===== src/rtl/serial_deser_pkg.sv =====
// serial_deser_pkg: shared definitions for the serial deserializer.
//   state_t   : framing FSM state encoding (IDLE/DATA/PARITY/STOP)
//   START_BIT : line level that begins a frame
//   STOP_BIT  : line level that must close a frame
package serial_deser_pkg;

    typedef enum logic [1:0] {
        IDLE   = 2'd0,
        DATA   = 2'd1,
        PARITY = 2'd2,
        STOP   = 2'd3
    } state_t;

    localparam logic START_BIT = 1'b1;
    localparam logic STOP_BIT  = 1'b0;

endpackage


===== src/rtl/serial_deser_out_buf.sv =====
// deser_out_buf: one-entry valid/ready holding register for received words.
// Ports:
//   clk, rst        clock, async active-low reset
//   load            a completed word is offered this cycle
//   load_data       the offered word
//   data_ready      consumer accepts the held word
//   data_out        held word
//   data_valid      data_out holds an unconsumed word
//   blocked         buffer full and not draining this cycle (offered word would be lost)
//
// Handshake: a transfer happens on every rising edge where data_valid and
// data_ready are both 1. data_out only changes when a word is loaded, and a
// load is accepted when the buffer is empty or draining on the same edge.
module deser_out_buf #(
    parameter int WIDTH = 8
) (
    input  logic             clk,
    input  logic             rst,
    input  logic             load,
    input  logic [WIDTH-1:0] load_data,
    input  logic             data_ready,
    output logic [WIDTH-1:0] data_out,
    output logic             data_valid,
    output logic             blocked
);

    assign blocked = data_valid && !data_ready;

    always_ff @(posedge clk or negedge rst) begin
        if (!rst) begin
            data_out   <= '0;
            data_valid <= 1'b0;
        end else if (load && !blocked) begin
            // Covers both "empty" and "draining while a new word arrives".
            data_out   <= load_data;
            data_valid <= 1'b1;
        end else if (data_valid && data_ready) begin
            data_valid <= 1'b0;
        end
    end

endmodule


===== src/rtl/serial_deser.sv =====
// serial_deser: frames a same-clock serial bit stream into WIDTH-bit words.
// Line protocol: idle 0, start bit 1, WIDTH data bits LSB first,
// optional even parity bit, stop bit 0.
// Optional feature macro: SERIAL_DESER_PARITY_EN (adds the PARITY state).
// Ports:
//   clk         rising-edge clock
//   rst         async active-low reset
//   din         serial input, sampled every rising edge
//   data_out    received word (LSB = first data bit)
//   data_valid  data_out holds an unconsumed word
//   data_ready  consumer accepts the word
//   frame_err   one-cycle pulse: stop bit sampled as 1
//   overrun     one-cycle pulse: completed word dropped, buffer full
//   parity_err  one-cycle pulse: parity mismatch (0 without the feature)
//   state       framing FSM state, for observation
module serial_deser
    import serial_deser_pkg::*;
#(
    parameter int WIDTH = 8,
    parameter int CNT_W = 5
) (
    input  logic             clk,
    input  logic             rst,
    input  logic             din,
    output logic [WIDTH-1:0] data_out,
    output logic             data_valid,
    input  logic             data_ready,
    output logic             frame_err,
    output logic             overrun,
    output logic             parity_err,
    output logic [1:0]       state
);

    localparam logic [CNT_W-1:0] LAST_BIT = CNT_W'(WIDTH - 1);

    state_t             state_q;
    state_t             state_d;
    logic [WIDTH-1:0]   shift_q;
    logic [CNT_W-1:0]   cnt_q;
    logic               par_bad;
    logic               stop_seen;
    logic               load;
    logic               blocked;
    logic               frame_err_d;
    logic               overrun_d;
    logic               parity_err_d;

    assign state = state_q;

    // State register
    always_ff @(posedge clk or negedge rst) begin
        if (!rst) begin
            state_q <= IDLE;
        end else begin
            state_q <= state_d;
        end
    end

    // Next-state logic
    always_comb begin
        state_d = state_q;
        case (state_q)
            IDLE: begin
                if (din == START_BIT) begin
                    state_d = DATA;
                end
            end
            DATA: begin
                if (cnt_q == LAST_BIT) begin
`ifdef SERIAL_DESER_PARITY_EN
                    state_d = PARITY;
`else
                    state_d = STOP;
`endif
                end
            end
            PARITY:  state_d = STOP;
            // A 1 in the stop slot is an error, never a fresh start bit.
            STOP:    state_d = IDLE;
            default: state_d = IDLE;
        endcase
    end

    // Shift register and bit counter; data enters at the MSB so that after
    // WIDTH shifts the first bit received sits in bit 0.
    always_ff @(posedge clk or negedge rst) begin
        if (!rst) begin
            shift_q <= '0;
            cnt_q   <= '0;
        end else begin
            case (state_q)
                IDLE: cnt_q <= '0;
                DATA: begin
                    shift_q <= {din, shift_q[WIDTH-1:1]};
                    cnt_q   <= cnt_q + 1'b1;
                end
                default: ;
            endcase
        end
    end

`ifdef SERIAL_DESER_PARITY_EN
    logic par_bad_q;

    // Even parity over data plus parity bit; result is held until the stop edge.
    always_ff @(posedge clk or negedge rst) begin
        if (!rst) begin
            par_bad_q <= 1'b0;
        end else if (state_q == PARITY) begin
            par_bad_q <= (^shift_q) ^ din;
        end
    end

    assign par_bad = par_bad_q;
`else
    assign par_bad = 1'b0;
`endif

    // Output decode: word completion and error conditions on the stop edge
    always_comb begin
        stop_seen    = (state_q == STOP);
        frame_err_d  = stop_seen && (din != STOP_BIT);
        parity_err_d = stop_seen && par_bad;
        load         = stop_seen && (din == STOP_BIT) && !par_bad;
        overrun_d    = load && blocked;
    end

    always_ff @(posedge clk or negedge rst) begin
        if (!rst) begin
            frame_err  <= 1'b0;
            overrun    <= 1'b0;
            parity_err <= 1'b0;
        end else begin
            frame_err  <= frame_err_d;
            overrun    <= overrun_d;
            parity_err <= parity_err_d;
        end
    end

    deser_out_buf #(
        .WIDTH (WIDTH)
    ) u_out_buf (
        .clk        (clk),
        .rst        (rst),
        .load       (load),
        .load_data  (shift_q),
        .data_ready (data_ready),
        .data_out   (data_out),
        .data_valid (data_valid),
        .blocked    (blocked)
    );

endmodule


===== config.mk =====
export PLATFORM = sky130hd
export DESIGN_NAME = serial_deser
export DESIGN_NICKNAME = d
export VERILOG_FILES = /design/src/rtl/serial_deser_pkg.sv /design/src/rtl/serial_deser_out_buf.sv /design/src/rtl/serial_deser.sv
export SDC_FILE = /design/constraint.sdc
export NUM_CORES = 1
export LEC_CHECK = 0
export CAP_MARGIN = 25
export CORE_ASPECT_RATIO = 1.2
export CORE_MARGIN = 4
export CORE_UTILIZATION = 50
export CTS_CLUSTER_DIAMETER = 150
export DETAILED_ROUTE_END_ITERATION = 10
export GPL_ROUTABILITY_DRIVEN = 0
export PLACE_DENSITY = 0.84
export SKIP_CTS_REPAIR_TIMING = 1
export SYNTH_ARGS = -nofsm -noshare
export SYNTH_HDL_FRONTEND = slang
export SYNTH_SLANG_ARGS = --single-unit

===== constraint.sdc =====
create_clock -name clk -period 3.53 [get_ports clk]
set_clock_uncertainty 0.2 [all_clocks]
set_input_delay 0.5295 -clock clk [delete_from_list [all_inputs] [get_ports clk]]
set_output_delay 0.5295 -clock clk [all_outputs]
set_load 0.01 [all_outputs]

==> metrics.md, run 1 <==
| Metric | Value |
|---|---|
| Post-synthesis share of cell area spent on and, or, nand and nor gates | `11.0%` |
| Capture instance of the worst register-to-register path | `state[1]$_DFFE_PN0P_` |
| Standby leakage power | `0.583 nW` |
| Post-detailed-placement cell area | `1310 um^2` |
| I/O Pins | `18` |
| Fraction of power consumed by sequential logic | `44.3%` |
| Combined buffer and inverter count along the critical path | `1` |
| Post-synthesis average cell area | `13.8 um^2` |
| Number of buffers created by CTS | `3` |
| H-tree depth | `1` |
| Int Pwr | `0.000790 W` |
| Worst flop-to-flop path startpoint | `state[1]$_DFFE_PN0P_` |
| Reg-to-reg setup timing slack | `1600 ps` |
| Compound-Gate Fraction of Synth Area | `2.98%` |
| Global-route wire length before repair | `2810 um` |
| Max stage delay cell, worst path | `sky130_fd_sc_hd__clkdlybuf4s50_1` |
| Kind of end point of the critical path | `output pin` |
| Crit Path Max Fanout | `4` |
| Die height | `60.2 um` |
| Share of the cycle needed by the critical path after routing | `57.4%` |
| Setup repair after global routing missed its margin | `false` |
| Worst endpoint required time | `2800 ps` |
| Xor/xnor share of the synthesized area | `0%` |
| Syn-to-layout area delta | `17.3%` |
| Comb power frac | `45.5%` |
| Number of violations of the max-capacitance limit | `0` |
| Global route total overflow | `0` |
| Non-Filler Instances | `128` |
| Die footprint | `3100 um^2` |
| Fraction of layout instances using a drive strength above 1 | `24.5%` |
| Length in cells of the worst reg-to-reg path | `4` |
| Number of global-route vias before repair | `634` |
| Yosys top cell area share | `57.4%` |
| Largest stage delay on the critical path | `560 ps` |
| Total power | `0.00118 W` |
| Sw Pwr | `0.000387 W` |
| Count of buffers from port buffering | `16` |
| Max-slew headroom | `52.4%` |
| Final setup TNS | `0 ps` |
| Power density over cell area | `885 nW/um^2` |
| Register bit total from synthesis | `26` |
| Most area-consuming cells after synthesis | `sky130_fd_sc_hd__dfrtp_1, sky130_fd_sc_hd__mux2_2, sky130_fd_sc_hd__ha_1, sky130_fd_sc_hd__mux2i_1, sky130_fd_sc_hd__nand2b_4` |
| Transition time at the pin with the least slew margin | `714 ps` |
| Sequential share of the synthesized area | `57.4%` |
| Tightest Hold Check Type | `reg2reg` |
| Fraction of power spent switching nets | `32.9%` |
| Number of clock sinks seen by CTS | `26` |
| Dominant combinational cell family by area after synthesis | `multiplexers` |
| Final hold violation count | `0` |
| CTS tree | `done` |
| Number of nets still failing antenna checks after routing | `0` |
| Placed wire-length estimate after detailed placement | `1160 um` |
| Antenna Cells | `0` |
| Width of the die | `51.5 um` |
| Synth Instances | `82` |
| Largest area contributor in the synthesized netlist | `sky130_fd_sc_hd__dfrtp_1` |
| Fraction of synthesized area in multiplexers | `20.4%` |
| Largest net degree at the start of global routing | `27` |
| Clock network fraction of design power | `10.2%` |
| Final wirelength | `1620 um` |
| Overall via count from detail_route | `638` |
| WL met3 | `65 um` |
| Max Slew Vio Count | `0` |
| Post-synthesis net count | `90` |
| Drt wl/cell | `12.7 um` |
| Critical Path Start Type | `flip-flop` |
| Clock slew seen by the registers of the worst setup and hold paths | `130 ps` |
| Cells traversed along the worst timing path | `clkdlybuf4s50_1` |
| Tmin final | `2030 ps` |
| Number of iterations in the first detailed-routing pass | `4` |
| Maximum buffer depth of the clock tree | `2` |
| Area of the placeable core | `2120 um^2` |
| Post-synth cell types | `23` |
| Initial antenna violation count | `0` |
| Start point of the critical path | `state[0]$_DFFE_PN0P_` |
| Arrival @ worst endpoint | `1300 ps` |
| Total GRT Usage | `12.3%` |
| Metal-1 WL | `760 um` |
| Via density | `4.98` |
| Dominant delay contributor by cell family on the critical path | `buffers and inverters` |
| Final core area utilization | `62.8%` |
| Top sig layer | `met4` |
| Clock root buffer | `sky130_fd_sc_hd__clkbuf_4` |
| NumNets Final | `108` |
| Number of rows created at floorplan | `18` |
| Post-route DRC | `0` |
| Post-Syn Area | `1130 um^2` |
| Final non-filler cell area | `1330 um^2` |
| Number of fill cells in the layout | `174` |
| Critical path class | `reg2out` |
| Initial DRC Count | `15` |
| Yosys warnings | `0` |
| Crit. path cell count | `1` |
| Run status | `completed` |
| Skew-Pair Late Insertion Delay | `310 ps` |
| Met2 Wirelength | `782 um` |
| Upper clock frequency limit | `0.494 GHz` |
| Finish-stage setup viols | `0` |
| Initial Util | `53.5%` |
| Peak supply drop | `0.000481 V` |
| DP Cell Count | `125` |
| Adder and majority gate portion of the synthesized area | `4.42%` |
| Worst setup endpoint | `state[0]` |
==> flip-flops by register name, indices dropped and copies added, names as in the netlist <==
| signal | cells |
|---|---|
| shift_q | 8 |
| u_out_buf.data_out | 8 |
| cnt_q | 5 |
| state | 2 |
| frame_err | 1 |
| overrun | 1 |
| u_out_buf.data_valid | 1 |
==> power by group through the flow <==
stage          sequential (W)  combinational (W)  clock [W]
3_3_place_gp         0.000522           0.000525          0
5_1_grt              0.000547           0.000587   0.000133
4_1_cts              0.000525           0.000544   0.000124
2_1_floorplan        0.000545           0.000329          0
6_report             0.000521           0.000536   0.000119
3_5_place_dp         0.000531           0.000541          0
==> layer usage <==
layer / global-route usage, % / up-vias
met4: 5.62 / 0
met1: 16.2 / 309
li1: - / 316
met3: 3.24 / 2
met5: 0 / -
met2: 18.9 / 11
==> kinds of logic (layout without fill, tap and decap cells) <==
group,count (synthesis),count (layout)
multiplexers,21,21
AND/OR/NAND/NOR,18,18
flip-flops,26,26
other,1,1
AO/OA/AOI/OAI,6,6
adder cells (fa/ha/maj),4,4
buffers and inverters,6,22
==> synth_stat cells <==
| cell type | instances |
|---|---|
| sky130_fd_sc_hd__buf_2 | 1 |
| sky130_fd_sc_hd__a21oi_1 | 2 |
| sky130_fd_sc_hd__nor2_1 | 2 |
| sky130_fd_sc_hd__nor2b_4 | 1 |
| sky130_fd_sc_hd__inv_1 | 2 |
| sky130_fd_sc_hd__nand4bb_1 | 1 |
| sky130_fd_sc_hd__and2_1 | 1 |
| sky130_fd_sc_hd__nand2b_1 | 2 |
| sky130_fd_sc_hd__mux2_1 | 1 |
| sky130_fd_sc_hd__mux2i_1 | 4 |
| sky130_fd_sc_hd__mux2_2 | 16 |
| sky130_fd_sc_hd__o21ai_0 | 3 |
| sky130_fd_sc_hd__conb_1 | 1 |
| sky130_fd_sc_hd__buf_6 | 1 |
| sky130_fd_sc_hd__nand2b_4 | 2 |
| sky130_fd_sc_hd__buf_4 | 2 |
| sky130_fd_sc_hd__nor2b_1 | 2 |
| sky130_fd_sc_hd__a21oi_2 | 1 |
| sky130_fd_sc_hd__nand4_1 | 2 |
| sky130_fd_sc_hd__nand2_1 | 3 |
| sky130_fd_sc_hd__ha_1 | 4 |
| sky130_fd_sc_hd__dfrtp_1 | 26 |
| sky130_fd_sc_hd__nand3_1 | 2 |
==> worst min path at each step <==
stage	from	to	slack (ps)	cells after the start
global placement	cnt_q[4]$_DFFE_PN0P_	cnt_q[4]$_DFFE_PN0P_	270	1
CTS	cnt_q[4]$_DFFE_PN0P_	cnt_q[4]$_DFFE_PN0P_	300	1
global route	cnt_q[4]$_DFFE_PN0P_	cnt_q[4]$_DFFE_PN0P_	330	1
detailed placement	cnt_q[4]$_DFFE_PN0P_	cnt_q[4]$_DFFE_PN0P_	270	1
floorplan	rst	cnt_q[0]$_DFFE_PN0P_	30	0
finish	cnt_q[4]$_DFFE_PN0P_	cnt_q[4]$_DFFE_PN0P_	300	1
==> worst register-to-register path: stages, from the launching register on <==
cell	delay (ps)
sky130_fd_sc_hd__dfrtp_1	430
sky130_fd_sc_hd__inv_1	90
sky130_fd_sc_hd__ha_1	620
sky130_fd_sc_hd__a21oi_2	160
sky130_fd_sc_hd__mux2_1	340
==> metrics by stage <==
stage / worst slack (ps) / hold WS [ps]
2_1_floorplan: 1890 / 33.9
3_3_place_gp: 1430 / 268
3_5_place_dp: 1390 / 274
4_1_cts: 1480 / 296
5_1_grt: 1430 / 327
6_report: 1500 / 296
==> final cells by class <==
| type | instances | area, um^2 | area share (%) |
|---|---|---|---|
| clock buffer | 3 | 22.5 | 1.69 |
| multi-input combinational | 50 | 444 | 33.4 |
| sequential | 26 | 651 | 48.9 |
| tap | 30 | 37.5 | 2.82 |
| timing repair buffer | 17 | 168 | 12.6 |
| inverter | 2 | 7.51 | 0.564 |
==> cells in the final DEF (no fill, tap or decap) <==
cell type,count
sky130_fd_sc_hd__nand3_1,2
sky130_fd_sc_hd__nand2b_4,2
sky130_fd_sc_hd__nor2_1,2
sky130_fd_sc_hd__conb_1,1
sky130_fd_sc_hd__nand2_1,3
sky130_fd_sc_hd__dfrtp_1,26
sky130_fd_sc_hd__a21oi_1,2
sky130_fd_sc_hd__clkbuf_4,3
sky130_fd_sc_hd__nor2b_4,1
sky130_fd_sc_hd__mux2_2,16
sky130_fd_sc_hd__a21oi_2,1
sky130_fd_sc_hd__buf_4,1
sky130_fd_sc_hd__mux2_1,1
sky130_fd_sc_hd__nand2b_1,2
sky130_fd_sc_hd__clkdlybuf4s50_1,16
sky130_fd_sc_hd__nand4_1,2
sky130_fd_sc_hd__nand4bb_1,1
sky130_fd_sc_hd__inv_1,2
sky130_fd_sc_hd__and2_1,1
sky130_fd_sc_hd__nor2b_1,2
sky130_fd_sc_hd__ha_1,4
sky130_fd_sc_hd__o21ai_0,3
sky130_fd_sc_hd__mux2i_1,4
No activity file was read; power rests on OpenSTA's default activity.
==> run 2: changes to the inputs <==
- clock period: 3.53 -> 1.9 ns (I/O delays scaled with it)
==> run 2 against run 1 <==
Net effect:
- design area up 4.5%
- worst setup slack worse by 1400 ps
- final cell count up 3.9%
- critical path type unchanged
- worst hold slack worse by 190 ps
- core utilization up 2.8 points
- critical endpoint unchanged
==> metrics.md, run 2 (synthesis results as in run 1) <==
| Metric | Value |
|---|---|
| Run status | `completed (unchanged)` |
| I/O Pins | `18 (unchanged)` |
| Finish-stage setup viols | `0 (unchanged)` |
| Number of iterations in the first detailed-routing pass | `4 (unchanged)` |
| Clock slew seen by the registers of the worst setup and hold paths | `130 ps (about the same)` |
| Final hold violation count | `0 (unchanged)` |
| Cells traversed along the worst timing path | `clkdlybuf4s50_1 (unchanged)` |
| Skew-Pair Late Insertion Delay | `310 ps (about the same)` |
| Number of violations of the max-capacitance limit | `0 (unchanged)` |
| DP Cell Count | `129 (was 125)` |
| Die footprint | `3100 um^2 (unchanged)` |
| Power density over cell area | `1730 nW/um^2 (was 885 nW/um^2)` |
| Commonest non-fill, non-tap cells in the layout | `sky130_fd_sc_hd__dfrtp_1, sky130_fd_sc_hd__mux2_2, sky130_fd_sc_hd__clkdlybuf4s50_1 (unchanged)` |
| Number of global-route vias before repair | `720 (was 634)` |
| Maximum buffer depth of the clock tree | `2 (unchanged)` |
| NumNets Final | `112 (was 108)` |
| Final wirelength | `1730 um (was 1620 um)` |
| Overall via count from detail_route | `667 (was 638)` |
| Share of the cycle needed by the critical path after routing | `94.1%` |
| Sequential cell area | `651 um^2 (unchanged)` |
| Length in cells of the worst reg-to-reg path | `5 (was 4)` |
| Drt wl/cell | `13.0 um (was 12.7 um)` |
| Peak supply drop | `0.00113 V (was 0.000481 V)` |
| Number of buffers created by CTS | `3 (unchanged)` |
| Number of nets still failing antenna checks after routing | `0 (unchanged)` |
| Tmin final | `1790 ps` |
| Final core area utilization | `65.7% (was 62.8%)` |
| Number of rows created at floorplan | `18 (unchanged)` |
| Dominant delay contributor by cell family on the critical path | `buffers and inverters (unchanged)` |
| Post-detailed-placement cell area | `1340 um^2 (was 1310 um^2)` |
| Width of the die | `51.5 um (unchanged)` |
| Count of buffers from port buffering | `16 (unchanged)` |
| Die height | `60.2 um (unchanged)` |
| Kind of end point of the critical path | `output pin (unchanged)` |
| Crit. path cell count | `1 (unchanged)` |
| Number of fill cells in the layout | `161 (was 174)` |
| Area of the placeable core | `2120 um^2 (unchanged)` |
| H-tree depth | `1 (unchanged)` |
| Clock root buffer | `sky130_fd_sc_hd__clkbuf_4 (unchanged)` |
| Initial antenna violation count | `0 (unchanged)` |
| Largest net degree at the start of global routing | `27 (unchanged)` |
| Via density | `5.02 (was 4.98)` |
| Final setup TNS | `0 ps (unchanged)` |
| Syn-to-layout area delta | `22.6% (was 17.3%)` |
| Critical Path Start Type | `flip-flop (unchanged)` |
| Total GRT Usage | `13.6% (was 12.3%)` |
| Post-route DRC | `0 (unchanged)` |
| Largest stage delay on the critical path | `560 ps (about the same)` |
| Crit Path Max Fanout | `4 (unchanged)` |
| Worst endpoint required time | `1410 ps (was 2800 ps)` |
| Initial DRC Count | `11 (was 15)` |
| Tightest Hold Check Type | `in2async (was reg2reg)` |
| Final non-filler cell area | `1390 um^2 (was 1330 um^2)` |
| Max stage delay cell, worst path | `sky130_fd_sc_hd__clkdlybuf4s50_1 (unchanged)` |
| Arrival @ worst endpoint | `1300 ps (about the same)` |
| CTS tree | `done (unchanged)` |
| Standby leakage power | `0.617 nW (was 0.583 nW)` |
| Commonest non-fill, non-tap cell in the layout | `sky130_fd_sc_hd__dfrtp_1 (unchanged)` |
| Largest registers | `shift_q (8), u_out_buf.data_out (8), cnt_q (5) (unchanged)` |
| Footprint of the multi-input gates | `444 um^2 (unchanged)` |
| Setup repair after global routing missed its margin | `false (unchanged)` |
| Critical path class | `reg2out (unchanged)` |
| Antenna Cells | `0 (unchanged)` |
| Number of clock sinks seen by CTS | `26 (unchanged)` |
| Placed wire-length estimate after detailed placement | `1280 um (was 1160 um)` |
| Non-Filler Instances | `133 (was 128)` |
| Max Slew Vio Count | `0 (unchanged)` |
| Global-route wire length before repair | `3150 um (was 2810 um)` |
| Global route total overflow | `0 (unchanged)` |
| Fraction of layout instances using a drive strength above 1 | `28.2% (was 24.5%)` |
| Upper clock frequency limit | `0.559 GHz` |
| Combined buffer and inverter count along the critical path | `1 (unchanged)` |
| Initial Util | `53.5% (unchanged)` |
==> run 2: changes by cell type in the layout (fill, tap and decap cells not counted) <==
cell                        delta
sky130_fd_sc_hd__bufinv_16     +1
sky130_fd_sc_hd__buf_4         +4
==> run 2: cell type report <==
class	instances	area share, %
timing repair buffer	21	14.2
clock buffer	3	1.62
sequential	26	46.8
multi-input combinational	50	32.0
clock inverter	1	2.16
inverter	2	0.540
tap	30	2.70
==> run 2: power by group <==
group	switching (W)	internal [W]	total (W)
clock network	0.000158	0.000213	0.000371
logic	0.000428	0.000633	0.00106
registers	0.000169	0.000804	0.000973
==> run 2: routing by layer <==
| metal | vias up | track usage [%] | share of wire [%] | wire length [um] |
|---|---|---|---|---|
| li1 | 318 | - | - | - |
| met1 | 327 | 17.4 | 45 | 784 |
| met2 | 20 | 21.6 | 49 | 853 |
| met3 | 2 | 2.74 | 4.4 | 76 |
| met4 | 0 | 7.49 | 0.92 | 16 |
| met5 | - | 0 | 0 | 0 |
==> run 2: final timing paths <==
kind,startpoint,to,slack [ps]
worst max-delay path,state[0]$_DFFE_PN0P_,state[0],110
worst min-delay path,rst,cnt_q[3]$_DFFE_PN0P_,110
worst max register to register,state[0]$_DFFE_PN0P_,state[1]$_DFFE_PN0P_,180
worst min register to register,cnt_q[4]$_DFFE_PN0P_,cnt_q[4]$_DFFE_PN0P_,290
max in group asynchronous,rst,cnt_q[0]$_DFFE_PN0P_,1160
min in group clk,cnt_q[4]$_DFFE_PN0P_,cnt_q[4]$_DFFE_PN0P_,290
==> run 2: metrics by stage <==
stage                     total power, W  setup WS [ps]  hold WS [ps]
after CTS                        0.00243           98.8           110
after global routing             0.00259           44.9           125
after global placement           0.00199           77.2           263
after detailed placement         0.00206           50.1           270
after floorplan                  0.00163            265          -211
final                            0.00241            111           106
==> run 3: changes to the inputs <==
- CORE_UTILIZATION: 50 -> 48
- PLACE_DENSITY: 0.84 -> 0.82
==> run 3 against run 2 <==
Net effect:
- final cell count down 0.75%
- first-iteration DRC count is 9.1% lower
- clock power decreased by 26%
- non-clock buffer count fell by 2
- global-route usage down 0.82 points
- sequential share of layout area rose by 1.0 points
- design area is 2.2% lower
- critical path type unchanged
- critical endpoint unchanged
- highest routed layer unchanged
==> metrics.md, run 3 (synthesis results as in run 1) <==
| Metric | Value |
|---|---|
| Largest registers | `shift_q (8), u_out_buf.data_out (8), cnt_q (5) (unchanged)` |
| Fraction of power consumed by sequential logic | `42.5% (was 40.4%)` |
| Tmin final | `1790 ps (about the same)` |
| Overall via count from detail_route | `666 (was 667)` |
| Peak supply drop | `0.000943 V (was 0.00113 V)` |
| Placed wire-length estimate after detailed placement | `1310 um (was 1280 um)` |
| Die height | `61.2 um (was 60.2 um)` |
| Clock slew seen by the registers of the worst setup and hold paths | `130 ps (about the same)` |
| Largest stage delay on the critical path | `560 ps (about the same)` |
| Clock network fraction of design power | `12.0% (was 15.4%)` |
| Antenna Cells | `0 (unchanged)` |
| Syn-to-layout area delta | `20.0% (was 22.6%)` |
| Via density | `5.05 (was 5.02)` |
| Int Pwr | `0.00154 W (was 0.00165 W)` |
| Final wirelength | `1800 um (was 1730 um)` |
| Initial DRC Count | `10 (was 11)` |
| Count of buffers from port buffering | `16 (unchanged)` |
| Number of fill cells in the layout | `194 (was 161)` |
| Number of buffers created by CTS | `3 (unchanged)` |
| Maximum buffer depth of the clock tree | `2 (unchanged)` |
| Global-route wire length before repair | `2990 um (was 3150 um)` |
| Critical Path Start Type | `flip-flop (unchanged)` |
| Initial Util | `49.7% (was 53.5%)` |
| I/O Pins | `18 (unchanged)` |
| Number of iterations in the first detailed-routing pass | `4 (unchanged)` |
| Number of clock sinks seen by CTS | `26 (unchanged)` |
| Commonest non-fill, non-tap cell in the layout | `sky130_fd_sc_hd__dfrtp_1 (unchanged)` |
| Max Slew Vio Count | `0 (unchanged)` |
| Run status | `completed (unchanged)` |
| Length in cells of the worst reg-to-reg path | `4 (was 5)` |
| Capture instance of the worst register-to-register path | `u_out_buf.data_out[4]$_DFFE_PN0P_ (was state[1]$_DFFE_PN0P_)` |
| Critical path class | `reg2out (unchanged)` |
| Worst setup endpoint | `state[0] (unchanged)` |
| Setup repair after global routing missed its margin | `false (unchanged)` |
| Drt wl/cell | `13.7 um (was 13.0 um)` |
| Start point of the critical path | `state[0]$_DFFE_PN0P_ (unchanged)` |
| Worst endpoint required time | `1410 ps (about the same)` |
| Number of violations of the max-capacitance limit | `0 (unchanged)` |
| Footprint of the multi-input gates | `444 um^2 (unchanged)` |
| Comb power frac | `45.5% (was 44.1%)` |
| Tightest Hold Check Type | `in2async (unchanged)` |
| Share of the cycle needed by the critical path after routing | `94.1% (about the same)` |
| Crit. path cell count | `1 (unchanged)` |
| Number of rows created at floorplan | `19 (was 18)` |
| Skew-Pair Late Insertion Delay | `320 ps (was 310 ps)` |
| Finish-stage setup viols | `0 (unchanged)` |
| Standby leakage power | `0.601 nW (was 0.617 nW)` |
| NumNets Final | `110 (was 112)` |
| Combined buffer and inverter count along the critical path | `1 (unchanged)` |
| Total power | `0.00229 W (was 0.00241 W)` |
| Crit Path Max Fanout | `4 (unchanged)` |
| Sequential cell area | `651 um^2 (unchanged)` |
| Number of global-route vias before repair | `668 (was 720)` |
| Largest net degree at the start of global routing | `27 (unchanged)` |
| Upper clock frequency limit | `0.559 GHz (about the same)` |
| Fraction of power spent switching nets | `32.9% (was 31.4%)` |
| Area of the placeable core | `2280 um^2 (was 2120 um^2)` |
| Max stage delay cell, worst path | `sky130_fd_sc_hd__clkdlybuf4s50_1 (unchanged)` |
| Initial antenna violation count | `0 (unchanged)` |
| Sw Pwr | `0.000754 W (was 0.000755 W)` |
| Total GRT Usage | `12.8% (was 13.6%)` |
| Commonest non-fill, non-tap cells in the layout | `sky130_fd_sc_hd__dfrtp_1, sky130_fd_sc_hd__mux2_2, sky130_fd_sc_hd__clkdlybuf4s50_1 (unchanged)` |
| Worst flop-to-flop path startpoint | `state[0]$_DFFE_PN0P_ (unchanged)` |
| Clock root buffer | `sky130_fd_sc_hd__clkbuf_4 (unchanged)` |
| Width of the die | `52.4 um (was 51.5 um)` |
| Dominant delay contributor by cell family on the critical path | `buffers and inverters (unchanged)` |
| Number of nets still failing antenna checks after routing | `0 (unchanged)` |
| Reg-to-reg setup timing slack | `190 ps (was 180 ps)` |
| Power density over cell area | `1690 nW/um^2 (was 1730 nW/um^2)` |
| H-tree depth | `1 (unchanged)` |
| Fraction of layout instances using a drive strength above 1 | `26.7% (was 28.2%)` |
| Kind of end point of the critical path | `output pin (unchanged)` |
| Final setup TNS | `0 ps (unchanged)` |
| Post-route DRC | `0 (unchanged)` |
| Arrival @ worst endpoint | `1300 ps (about the same)` |
| Die footprint | `3210 um^2 (was 3100 um^2)` |
| Cells traversed along the worst timing path | `clkdlybuf4s50_1 (unchanged)` |
| CTS tree | `done (unchanged)` |
| Global route total overflow | `0 (unchanged)` |
| Final hold violation count | `0 (unchanged)` |
run 3: layout make-up:
cell class / count / share of cell area (%)
Inverter: 2 / 0.552
Timing Repair Buffer: 19 / 13.4
Multi-Input combinational cell: 50 / 32.7
Sequential cell: 26 / 47.8
Clock buffer: 4 / 2.67
Tap cell: 31 / 2.85
run 3: metal layers:
metal  track usage [%]  vias to the layer above  share of wire [%]
li1                  -                      320                  -
met1              15.5                      327                 43
met2              20.9                       14                 50
met3              3.63                        5                4.3
met4              6.57                        0                2.7
met5                 0                        -                  0
run 3: worst min-delay path by stage:
stage,to,slack [ps],cells past startpoint
after floorplan,cnt_q[0]$_DFFE_PN0P_,-210,0
after global placement,cnt_q[4]$_DFFE_PN0P_,260,1
after detailed placement,cnt_q[4]$_DFFE_PN0P_,260,1
after CTS,u_out_buf.data_out[1]$_DFFE_PN0P_,120,2
after global routing,u_out_buf.data_out[1]$_DFFE_PN0P_,140,2
final,u_out_buf.data_out[2]$_DFFE_PN0P_,110,2
run 3: power groups by stage:
| stage | registers [W] | logic (W) | clock network, W |
|---|---|---|---|
| 2_1_floorplan | 0.00101 | 0.000612 | 0 |
| 5_1_grt | 0.00101 | 0.00114 | 0.000305 |
| 3_5_place_dp | 0.000994 | 0.00105 | 0 |
| 3_3_place_gp | 0.000976 | 0.00100 | 0 |
| 6_report | 0.000975 | 0.00104 | 0.000276 |
| 4_1_cts | 0.000982 | 0.00105 | 0.000282 |
run 3: per-stage QoR:
stage	util [%]	setup WS (ps)	instance area (um^2)	cells	hold WS, ps
4_1_cts	59.6	98.6	1360	132	125
5_1_grt	59.6	41.4	1360	132	139
6_report	59.6	113	1360	132	112
2_1_floorplan	-	265	1130	82	-211
3_5_place_dp	58.0	6.85	1320	128	264
3_3_place_gp	58.0	52.5	1320	128	265
